`src/rtl/core_pkg.sv`:
```
// rtl/core_pkg.sv - shared types and constants for the machine interrupt controller
package core_pkg;

  typedef enum logic [1:0] {
    IDLE,
    ISSUE,
    SERVICE
  } irq_state_e;

  localparam logic [31:0] MCAUSE_MEI = 32'h8000_000B;
  localparam logic [31:0] MCAUSE_MTI = 32'h8000_0007;

  localparam int MIP_MEIP_BIT = 11;
  localparam int MIP_MTIP_BIT = 7;

  localparam logic TMR_ADDR_MTIME    = 1'b0;
  localparam logic TMR_ADDR_MTIMECMP = 1'b1;

endpackage

```
`src/rtl/mtimer.sv`:
```
// rtl/mtimer.sv - memory-mapped machine timer: prescaler, mtime, mtimecmp and mtip
module mtimer
  import core_pkg::*;
#(
  parameter int PRESCALE = 1
) (
  input  logic        clk_o,
  input  logic        reset,
  input  logic        tmr_we,
  input  logic        tmr_addr,
  input  logic [31:0] tmr_wdata,
  output logic [31:0] tmr_rdata,
  output logic        mtip
);

  localparam int PW = (PRESCALE > 1) ? $clog2(PRESCALE) : 1;

  logic [PW-1:0] prescaler;
  logic [31:0]   mtime;
  logic [31:0]   mtimecmp;
  logic          tick;

  assign tick = (prescaler == PW'(PRESCALE - 1));

  always_ff @(posedge clk_o) begin
    if (reset) begin
      prescaler <= '0;
      mtime     <= '0;
      mtimecmp  <= 32'hFFFF_FFFF;
    end else begin
      // A software write to mtime restarts the prescale period and beats any tick.
      if (tmr_we && tmr_addr == TMR_ADDR_MTIME) begin
        mtime     <= tmr_wdata;
        prescaler <= '0;
      end else begin
        prescaler <= tick ? '0 : prescaler + 1'b1;
        if (tick) mtime <= mtime + 32'd1;
      end
      if (tmr_we && tmr_addr == TMR_ADDR_MTIMECMP) mtimecmp <= tmr_wdata;
    end
  end

  assign tmr_rdata = (tmr_addr == TMR_ADDR_MTIMECMP) ? mtimecmp : mtime;
  assign mtip      = (mtime >= mtimecmp);

endmodule

```
`src/rtl/irq_ctrl.sv`:
```
// rtl/irq_ctrl.sv - machine interrupt source: ext_irq synchroniser, enables, arbitration and trap FSM
module irq_ctrl
  import core_pkg::*;
#(
  parameter int PRESCALE    = 1,
  parameter int SYNC_STAGES = 2
) (
  input  logic        clk_o,
  input  logic        reset,
  input  logic        ext_irq,
  input  logic        mstatus_mie,
  input  logic        mie_meie,
  input  logic        mie_mtie,
  input  logic        mret_i,
  input  logic        tmr_we,
  input  logic        tmr_addr,
  input  logic [31:0] tmr_wdata,
  output logic [31:0] tmr_rdata,
  output logic        intrrupt,
  output logic [31:0] csr_mcause,
  output logic [31:0] mip,
  output logic        in_service
);

  logic [SYNC_STAGES-1:0] sync;
  logic                   meip;
  logic                   mtip;
  logic                   take_ext;
  logic                   take_tmr;
  irq_state_e             state;

  mtimer #(.PRESCALE(PRESCALE)) u_mtimer (
    .clk_o     (clk_o),
    .reset     (reset),
    .tmr_we    (tmr_we),
    .tmr_addr  (tmr_addr),
    .tmr_wdata (tmr_wdata),
    .tmr_rdata (tmr_rdata),
    .mtip      (mtip)
  );

  always_ff @(posedge clk_o) begin
    if (reset) sync <= '0;
    else       sync <= {sync[SYNC_STAGES-2:0], ext_irq};
  end

  assign meip = sync[SYNC_STAGES-1];

  always_comb begin
    mip               = '0;
    mip[MIP_MEIP_BIT] = meip;
    mip[MIP_MTIP_BIT] = mtip;
  end

  assign take_ext = meip & mie_meie & mstatus_mie;
  assign take_tmr = mtip & mie_mtie & mstatus_mie;

  // Enables are only sampled in IDLE, so a trap that has started always completes.
  always_ff @(posedge clk_o) begin
    if (reset) begin
      state      <= IDLE;
      intrrupt   <= 1'b0;
      csr_mcause <= '0;
      in_service <= 1'b0;
    end else begin
      case (state)
        IDLE: begin
          if (take_ext || take_tmr) begin
            state      <= ISSUE;
            intrrupt   <= 1'b1;
            in_service <= 1'b1;
            csr_mcause <= take_ext ? MCAUSE_MEI : MCAUSE_MTI;
          end
        end
        ISSUE: begin
          state    <= SERVICE;
          intrrupt <= 1'b0;
        end
        SERVICE: begin
          if (mret_i) begin
            state      <= IDLE;
            in_service <= 1'b0;
          end
        end
        default: begin
          state      <= IDLE;
          intrrupt   <= 1'b0;
          in_service <= 1'b0;
        end
      endcase
    end
  end

endmodule

```
`config.mk`:
```
export PLATFORM = sky130hd
export DESIGN_NAME = irq_ctrl
export DESIGN_NICKNAME = d
export VERILOG_FILES = /design/src/rtl/core_pkg.sv /design/src/rtl/mtimer.sv /design/src/rtl/irq_ctrl.sv
export SDC_FILE = /design/constraint.sdc
export NUM_CORES = 1
export LEC_CHECK = 0
export CAP_MARGIN = 20
export CORE_UTILIZATION = 36
export DETAILED_ROUTE_END_ITERATION = 6
export DONT_BUFFER_PORTS = 1
export PLACE_DENSITY = 0.55
export SLEW_MARGIN = 20
export SYNTH_ARGS = -nofsm -noshare
export SYNTH_HDL_FRONTEND = slang
export SYNTH_SLANG_ARGS = --single-unit
```
`constraint.sdc`:
```
create_clock -name clk_o -period 4.3 [get_ports clk_o]
set_input_delay 0.645 -clock clk_o [delete_from_list [all_inputs] [get_ports clk_o]]
set_output_delay 0.645 -clock clk_o [all_outputs]
set_load 0.005 [all_outputs]
```
# ---- Word level (Yosys, flattened, before mapping)
# Index checks and enable logic that the tools add are counted.
# Widths: inputs -> output; s select.
dict set report classes {
  add_sub_neg 2
  magnitude_cmp 1
  eq_ne 5
  muxes 11
  bitwise 8
  n_reduce_logical 9
}
# operator n
set op_table {}
lappend op_table {{$mux 32} 3}
lappend op_table {{$add 32x1->32 const B} 1}
lappend op_table {{$ge 32x32->1} 1}
lappend op_table {{$ne 2x2->1 const B} 3}
lappend op_table {{$pmux 2 s3} 1}
lappend op_table {{$reduce_and 2->1} 3}
lappend op_table {{$and 1x1->1} 4}
lappend op_table {{$mux 2} 2}
lappend op_table {{$mux 4} 1}
lappend op_table {{$not 1->1} 4}
lappend op_table {{$pmux 1 s3} 1}
lappend op_table {{$reduce_and 3->1} 1}
lappend op_table {{$reduce_or 3->1} 1}
lappend op_table {{$eq 2x1->1 const B} 1}
lappend op_table {{$eq 2x2->1 const B} 1}
lappend op_table {{$logic_and 1x1->1} 2}
lappend op_table {{$logic_not 2->1} 1}
lappend op_table {{$mux 1} 2}
lappend op_table {{$pmux 1 s2} 1}
lappend op_table {{$add 1x1->1 const B} 1}
lappend op_table {{$logic_or 1x1->1} 1}
dict set report totals {
  ff_bits 103
  input_bits 41
  out_inout_bits 98
  word_cells 44
}

# ---- Logic depth before layout (Yosys ltp)
# Gate-level depths: netlist (run 1).
dict set report logic_depth {
  ltp_word 6
  ltp_mapped 8
  depth_no_buf 8
}

# ---- By module
# Synthesis (run 1) repeated with hierarchy kept, for this count alone.
dict set report hier_totals {
  cells_unflattened 557
  hier_area_um2 5007.3
}
# module n_inst cells_per_inst area_each_um2 seq_area_each_um2
set modules_own_cells {}
lappend modules_own_cells {mtimer 1 463 4220.3 1301.2}
lappend modules_own_cells {irq_ctrl 1 94 787.0 180.2}

# ---- Worst setup path before layout (run 1)
# Ideal clock, no wire load.
dict set report synth_path {
  kind {register to output}
  start {register u_mtimer.mtime[0]}
  end {output mip[7]}
  arrival_time_ns 1.984
  t_required_ns 3.655
  setup_slack_ns 1.671
  path_stages_with_launch 9
  n_path_buf 1
  cell_sequence {dfxtp_1 > inv_1 > ha_1 > nand2b_1 > a2111oi_0 > nor4b_1 > o311a_1 > or2_2 > buf_4}
}
dict set report synth_via {
  elab_chain_len 1
}
# element line
set synth_rtl {}
lappend synth_rtl {{from (decl)} mtimer.sv:19} ;# logic [31:0] mtime;
lappend synth_rtl {{from (signal assigned)} mtimer.sv:33} ;# mtime <= tmr_wdata;
lappend synth_rtl {{from (signal assigned)} mtimer.sv:37} ;# if (tick) mtime <= mtime + 32'd1;
lappend synth_rtl {{$ge 32x32->1} mtimer.sv:44} ;# assign mtip = (mtime >= mtimecmp);
lappend synth_rtl {{to (decl)} irq_ctrl.sv:21} ;# output logic [31:0] mip,
# No other way between the ends.

# ---- Worst setup path in the final report (run 1)
# Same ends and word-level chain as after synthesis.

==> reports/metrics.cfg, run 1 <==
[critical_path]
r2r_setup_slack_ps = 1870
worstPathMaxFanout = 5
crit_start = u_mtimer.mtime[0]$_SDFFE_PP0P_
critPathLaunchType = register
rr_worst_depth = 8
crit_arrival_ps = 2500
timing.rr.start = u_mtimer.mtime[0]$_SDFFE_PP0P_
required_ps = 3650
crit_type = register to output port
critPathCaptureType = output port
reg2reg_to = csr_mcause[2]$_SDFFE_PP0P_

[global_routing]
grt_antenna_before_repair = 0
globalRouteOverflowTotal = 0
grt_max_degree = 74
grt_pass1_vias = 3584
grt_pass1_wl_um = 18500
track_usage_pct = 16.9

[place]
gp_congestion = 0.841
io_buffers = 0
hpwl_um = 7770

[clock_network]
cts-root-buf = clkbuf_16
post_cts_resized = 0
clkTransAtPathRegs_ps = 60
cts.path.max_buffers = 2
holdBufCountCts = 0
clk_latency_ps = 330
cts_buffers = 9
post_cts_buffers = 0
cts_tree = built
cts-htree-levels = 3
clkSinkCount = 74

[synthesis]
synthAdderAreaFrac_pct = 8.51
syn_inst = 556
synth_compound_area_share_pct = 15.9
synth-xor-area-share_pct = 5.59
ys_warn_count = 0
synth_top_flop_cell = dfxtp_1
ys_seq_area_share_pct = 30.5
synth_area_leaders = dfxtp_1, buf_4, ha_1
yosys-mux-area-fraction_pct = 7.37
netlist_area_mm2 = 0.00485
yosysUniqueCellTypes = 45
async_flop_share_pct = 0
synth_edf_count = 0
synth_most_common_cell = dfxtp_1
netlist.top_cell.by_area = dfxtp_1
synth_top_cell_area_share_pct = 30.5
synth_simple_gate_area_share_pct = 17.6
synth_top_family_by_area = simple AND/OR/NAND/NOR gates
synth_common_cells = dfxtp_1, buf_4, nor2_1, and3_1, inv_1
synth-seq-cells = 74
avgSynthCellArea_um2 = 8.73

[timing]
skew_ps = 4.41
finalMaxSlewViolations = 0
setup_viol = 0
tightestPinTransition_ps = 884
maxSlewHeadroom_pct = 41.1
setup_tns_ps = 0
hold_viol = 0
grt_setup_unrepaired = false
fmaxAchievable_mhz = 318
min_period_ps = 3150
finalCritPeriodShare_pct = 73.2

[cells_and_area]
drive_gt1_share_pct = 11.5
multi_input_area_mm2 = 0.00289
seq_area_mm2 = 0.00148
syn_to_final_growth_pct = 5.03
antenna_cells = 0
n_fill_cell = 1354
num-nets-final = 611

[detailed_routing]
totalWireLength_um = 11300
antenna_left = 0
wl_per_cell_um = 15.8
highest_layer = met4
viasPerCell = 5.00
wl_met1_um = 5110
first_pass_iters = 4
wl_met2_um = 5390
drtIter0Drc = 161
vias = 3582
wl_met3_um = 669
drc = 0

[floorplan]
core_area_mm2 = 0.0132
start_util_pct = 36.8
die_h_um = 118
die_w_um = 118
rows = 42
die_area_mm2 = 0.0140
ioPinCount = 139

[power]
peakVddDrop_uv = 213
combPwrFrac_pct = 10.7
leakagePower_nw = 2.47
sw_frac_of_total_pct = 23.2
switching_power_mw = 0.439
power_density_mw_per_mm2 = 371
total_power_mw = 1.89
p_int_mw = 1.45
seqPwrFrac_pct = 41.3
p_clk_share_pct = 48.0

[hold_path]
hold_end = csr_mcause[1]$_SDFFE_PP0P_
worstHoldPathCells = 1
hold_class = input port to register
min_from = reset

[flow_run]
drv_cap = 0

[status]
status = complete, no violations

==> worst max path at each step <==
stage / endpoint / slack, ps
2_1_floorplan: mip[7] / 1670
3_3_place_gp: mip[7] / 1600
3_5_place_dp: mip[7] / 1500
4_1_cts: mip[7] / 1130
5_1_grt: mip[7] / 980
6_report: mip[7] / 1150
==> power groups by stage <==
stage	Combinational [mW]	Sequential [mW]	Clock, mW
detailed placement	0.204	0.795	0
floorplan	0.229	0.780	0
CTS	0.207	0.780	0.932
global route	0.235	0.787	0.960
finish	0.203	0.780	0.907
global placement	0.201	0.792	0
==> critical path, cell delays in order, from the launching register on <==
cell	delay [ps]
dfxtp_1	410
inv_1	80
ha_1	260
nand2b_1	130
a2111oi_0	460
nor4b_1	150
o311a_1	370
or2_2	310
==> cell usage in the layout, fill, tap and decap left out, types with 5 or more instances in the layout <==
cell type | netlist | routed
a211o_1 | 32 | 32
nand3_1 | 11 | 11
mux2_2 | 30 | 30
a21oi_1 | 20 | 20
inv_1 | 37 | 37
and2_1 | 5 | 5
xor2_1 | 23 | 23
o21ai_0 | 9 | 9
nand2_1 | 23 | 23
dfxtp_1 | 74 | 74
ha_1 | 33 | 33
nor2_1 | 44 | 44
xnor2_1 | 8 | 8
nand4_1 | 12 | 12
and3_1 | 39 | 39
clkbuf_16 | 0 | 9
a211oi_1 | 31 | 31
conb_1 | 1 | 58
==> per-stage QoR <==
stage               hold slack, ps  instances  cell area [um^2]  worst slack [ps]  util [%]
floorplan                      414        613              5070              1670         -
global placement               426        702              4740              1600      36.0
detailed placement             432        702              4740              1500      36.0
CTS                            365        717              5100              1130      38.7
global route                   359        717              5100               982      38.7
finish                         378        717              5100              1150      38.7
==> routing by layer <==
layer  vias to the layer above  global-route usage (%)
met5                         -                       0
met4                         0                    4.81
met3                        14                    5.57
met2                        92                    28.2
met1                      1682                    20.6
li1                       1794                       -
==> sequential cells by signal (all words and copies together) (netlist names) <==
register	flops
u_mtimer.prescaler	1
csr_mcause	3
in_service	1
state	2
sync	2
intrrupt	1
u_mtimer.mtime	32
u_mtimer.mtimecmp	32
==> kinds of logic (layout without fill, tap and decap cells) <==
kind of cell | Yosys count | in the layout
AO/OA/AOI/OAI | 104 | 104
AND/OR/NAND/NOR | 155 | 155
buffers and inverters | 126 | 54
other | 1 | 58
flip-flops | 74 | 74
multiplexers | 32 | 32
XOR/XNOR | 31 | 31
adder cells (fa/ha/maj) | 33 | 33
==> area by class of cell <==
type,instances,share of cell area (%)
tap,176,4.32
multi-input combinational,413,56.6
clock inverter,6,2.55
inverter,37,2.72
timing repair buffer,2,0.294
sequential,74,29.1
clock buffer,9,4.42
Note: power is estimated with default switching activity, not from simulation.
==> run 2: changes to the inputs <==
Clock period 4.3 ns to 3 ns, I/O delays scaled along.
==> run 2 against run 1 <==
Effect of this change: core utilization shrank 0.55 points; register-to-register slack lost 1200 ps; flip-flop and latch count is the same; non-clock buffer count grew 1; via count grew 0.67%; worst hold slack lost 200 ps; clock skew grew 0.83 ps; worst setup slack lost 1000 ps; final cell count grew 0.28%; sequential share of layout area grew 0.44 points; clock power grew 10%.
==> reports/metrics.cfg, run 2 (synthesis results as in run 1) <==
[timing]
setup_viol = 0
grt_setup_unrepaired = false
min_period_ps = 2840
maxSlewHeadroom_pct = 60.1
fmaxAchievable_mhz = 352
tightestPinTransition_ps = 598
skew_ps = 5.24
layout_setup_ws_ps = 158
finalCritPeriodShare_pct = 94.7
setup_tns_ps = 0
hold_viol = 0
finalMaxSlewViolations = 0
final.hold.worst_slack_ps = 175

[power]
power_density_mw_per_mm2 = 481
switching_power_mw = 0.645
p_clk_share_pct = 41.6
total_power_mw = 2.42
peakVddDrop_uv = 357
combPwrFrac_pct = 12.2
seqPwrFrac_pct = 46.3
leakagePower_nw = 2.43
sw_frac_of_total_pct = 26.7
p_int_mw = 1.77

[clock_network]
post_cts_buffers = 0
holdBufCountCts = 0
cts_buffers = 9
cts-root-buf = clkbuf_16
clkSinkCount = 74
cts.path.max_buffers = 2
clk_latency_ps = 340
clkTransAtPathRegs_ps = 60
cts-htree-levels = 3
cts_tree = built

[cells_and_area]
drive_gt1_share_pct = 11.8
final_common_cell = dfxtp_1
reg.largest.list = u_mtimer.mtime (32), u_mtimer.mtimecmp (32), csr_mcause (3)
antenna_cells = 0
syn_to_final_growth_pct = 3.53
num-nets-final = 612
final_util_pct = 38.1
mostFrequentLayoutCells = dfxtp_1, conb_1, nor2_1

[detailed_routing]
first_pass_iters = 4
vias = 3606
viasPerCell = 5.02
totalWireLength_um = 11500
wl_per_cell_um = 15.9
antenna_left = 0
drc = 0
drtIter0Drc = 175

[global_routing]
grt_antenna_before_repair = 0
globalRouteOverflowTotal = 0
track_usage_pct = 17.1
grt_max_degree = 74
grt_pass1_vias = 3586
grt_pass1_wl_um = 18800

[hold_path]
min_from = reset
hold_class = input port to register

[critical_path]
worstPathMaxFanout = 5
critPathCaptureType = output port
critPathLaunchType = register
required_ps = 2550
crit_arrival_ps = 2390
crit_type = register to output port
timing.rr.start = u_mtimer.mtimecmp[31]$_SDFFE_PP1P_
crit_start = u_mtimer.mtime[0]$_SDFFE_PP0P_

[floorplan]
ioPinCount = 139
die_w_um = 118
die_h_um = 118
start_util_pct = 36.8
core_area_mm2 = 0.0132
die_area_mm2 = 0.0140
rows = 42

[place]
io_buffers = 0
place_ws_ps = 404
gp_congestion = 0.833
hpwl_um = 7760

[status]
status = complete, no violations

[flow_run]
drv_cap = 0

[run 2: cell type report]
cell class / count / area [um^2]
Fill cell: 1358 / 8160
Multi-Input combinational cell: 413 / 2890
Sequential cell: 74 / 1480
Clock buffer: 11 / 243
Tap cell: 176 / 220
Inverter: 37 / 139
Clock inverter: 5 / 30.0
Timing Repair Buffer: 3 / 22.5
[run 2: worst paths after layout]
path	slack [ps]	end	depth (start not counted)
max	160	mip[7]	7
min	180	csr_mcause[1]$_SDFFE_PP0P_	1
max reg2reg	690	intrrupt$_SDFFE_PP0P_	8
min reg2reg	440	sync[1]$_SDFF_PP0_	1
[run 2: worst max-delay path, stage by stage (launching register included)]
cell,delay [ps]
dfxtp_2,360
inv_1,60
ha_1,260
nand2b_1,140
a2111oi_1,420
nor4b_1,140
o311a_1,370
or2_2,310
[run 2: per-stage QoR]
step,cells,area (um^2)
CTS,719,5020
global route,719,5030
finish,719,5030
detailed placement,703,4750
global placement,703,4750
floorplan,613,5070
[run 2: what timing repair did]
action	4_1_cts	5_1_grt
endpoints found under the setup margin	0	1
resized for setup	0	2
endpoints found under the hold margin	0	0
[run 2: layer usage]
layer	GRT usage [%]	vias up	part of all wire [%]
met5	0	-	0
met2	27.9	94	47
met3	5.52	11	5.9
li1	-	1803	-
met1	21.5	1698	46
met4	5.05	0	1.2
[run 2: power by group through the flow]
stage | registers (mW) | logic [mW] | clock network (mW)
floorplan | 1.12 | 0.328 | 0
global placement | 1.13 | 0.290 | 0
detailed placement | 1.14 | 0.293 | 0
CTS | 1.12 | 0.297 | 1.04
global route | 1.13 | 0.338 | 1.08
finish | 1.12 | 0.294 | 1.00
==> run 3: changes to the inputs <==
Settings changed: ABC_CLOCK_PERIOD_IN_PS set to 3000, CTS_CLUSTER_DIAMETER set to 50.
==> results of run 3 <==
No change in the layout: final DEF, timing and power equal those of run 2.
==> RTL change, RTL diff (settings of run 2) <==
Make the reset (`reset`) asynchronous in 3 clocked blocks.
--- a/src/rtl/mtimer.sv
+++ b/src/rtl/mtimer.sv
@@ -23,5 +23,5 @@
   assign tick = (prescaler == PW'(PRESCALE - 1));
 
-  always_ff @(posedge clk_o) begin
+  always_ff @(posedge clk_o or posedge reset) begin
     if (reset) begin
       prescaler <= '0;
--- a/src/rtl/irq_ctrl.sv
+++ b/src/rtl/irq_ctrl.sv
@@ -40,5 +40,5 @@
   );
 
-  always_ff @(posedge clk_o) begin
+  always_ff @(posedge clk_o or posedge reset) begin
     if (reset) sync <= '0;
     else       sync <= {sync[SYNC_STAGES-2:0], ext_irq};
@@ -57,5 +57,5 @@
 
   // Enables are only sampled in IDLE, so a trap that has started always completes.
-  always_ff @(posedge clk_o) begin
+  always_ff @(posedge clk_o or posedge reset) begin
     if (reset) begin
       state      <= IDLE;
Check against the original RTL: differs if reset is asserted again (counterexample within 4 cycles, from zero or initial values and one cycle with reset high); with reset held inactive, the same outputs for 4 cycles.
==> RTL change against run 2 <==
- via count down 8.5%
- wire length fell by 5.1%
- area after synthesis grew 2.7%
- clock skew increased by 0.0024 ns
- worst setup slack worse by 0.042 ns
- sequential cell count decreased by 1
- count of clock-buffer cells in the layout increased by 3
- design area rose by 4.9%
- highest routed layer unchanged
Power is not compared: it rests on default switching activity, and its combinational part moved more than twofold at a synthesized area within 25%.
==> RTL change: results (changes against run 2) <==
Run status
  • Status: finished, final reports clean

Global route
  • Number of global-route vias before repair: 3407 (-5.0%)
  • Largest net degree at the start of global routing: 66 (-11%)
  • First-pass GRT wire length: 17.5 mm (-7.3%)

Place
  • Post-detail-place hpwl: 8.00 mm (+3.0%)
  • Placed cell count: 662 (-5.8%)
  • Placed inst area: 0.00497 mm2 (+4.6%)

Cells and area
  • Final nets: 572 (-6.5%)
  • Fraction of layout cells with a size suffix above 1: 26.4% (+15 points)
  • Fillers: 1326 (-2.4%)

Critical path
  • Crit-path max cell delay: 0.54 ns (+0.12 ns)
  • Data arrival time of the critical path: 2.43 ns (+0.04 ns)
  • Slowest stage cell, crit path: dfstp_2
  • CP top delay family: simple AND/OR/NAND/NOR gates
  • Crit path max fanout: 3 (-2)

Logic synthesis
  • Adder-Cell Fraction of Synth Area: 8.28% (-0.22 points)
  • Mux contribution to synthesized area: 13.6% (+6.2 points)
  • Xor/xnor share of the synthesized area: 5.27% (-0.32 points)
  • Synth Area in Compound Gates: 7.85% (-8.0 points)
  • Synthesized instance count: 501 (-9.9%)
  • Post-synth top cells: 61 x buf_4, 60 x mux2_2, 55 x nand2_1, 41 x dfrtp_1, 41 x inv_1
  • Post-synth top area cell: dfrtp_1
  • Count of cell types in the netlist: 47 (+4.4%)
  • Seq/Total Area, Yosys: 37.4% (+6.9 points)

Route
  • DRT iter0 DRCs: 103 (-41%)
  • Final WL: 10.9 mm (-5.1%)
  • WL per Instance: 16.0 um (+0.48%)

Timing
  • Fin Clk Skew: 0.00767 ns (+0.00243 ns)
  • Slew headroom: 51.1% (-9.0 points)

Hold path
  • Hold depth: 0 (-1)
[RTL change: layer usage]
layer | vias to the layer above | track usage, % | share of wire [%]
met5 | - | 0 | 0
met4 | 0 | 6.33 | 1.6
met3 | 13 | 5.56 | 7.3
met2 | 101 | 26.3 | 48
met1 | 1590 | 19.2 | 44
li1 | 1596 | - | -
[RTL change: path summary, 6_finish.rpt]
kind,slack [ns],startpoint,to
worst max-delay path,0.12,u_mtimer.mtimecmp[15],mip[7]
max in group asynchronous,1.85,reset,u_mtimer.mtimecmp[26]
worst max register to register,0.50,u_mtimer.mtimecmp[0],csr_mcause[1]
worst min register to register,0.35,sync[0],sync[1]
min in group asynchronous,0.48,reset,u_mtimer.mtime[5]
worst min-delay path,0.14,ext_irq,sync[0]
[RTL change: worst register-to-register path, cell delays in order, from the launching register on]
cell	delay, ns
dfstp_2	0.54
ha_1	0.22
nand2b_1	0.14
a2111oi_0	0.48
buf_4	0.19
or4_4	0.14
a311oi_2	0.11
or3_1	0.36
or2_1	0.22
[RTL change: logic make-up (layout without fill, tap and decap cells)]
group,after synthesis,count (layout)
xor+xnor,30,30
flops,73,73
other cells,1,57
simple gates,120,120
buf+inv,116,62
mux,60,60
compound gates,68,68
fa+ha+maj,33,33
[RTL change: area by class of cell]
class	instances	area, um2	area share, %
Timing Repair Buffer	5	65.1	1.23
Sequential cell	73	1870	35.4
Clock inverter	2	12.5	0.237
Inverter	41	154	2.92
Clock buffer	14	274	5.20
Tap cell	176	220	4.18
Multi-Input combinational cell	368	2680	50.8
[RTL change: report_power, final]
part           internal (mW)  switching [mW]  total [mW]
sequential              1.21           0.215        1.43
combinational          0.378           0.399       0.777
clock                  0.627           0.407        1.03
[RTL change: stage by stage]
| stage | total power [mW] | util (%) |
|---|---|---|
| global route | 3.46 | 39.3 |
| floorplan | 2.06 | - |
| finish | 3.24 | 39.3 |
| CTS | 3.28 | 39.3 |
| global placement | 2.19 | 37.1 |
| detailed placement | 2.22 | 37.1 |
[RTL change: what timing repair did]
item,in CTS,in global routing
hold buffers,1,0
setup endpoints to repair,0,1
gates resized for setup,0,2
endpoints found under the hold margin,3,0
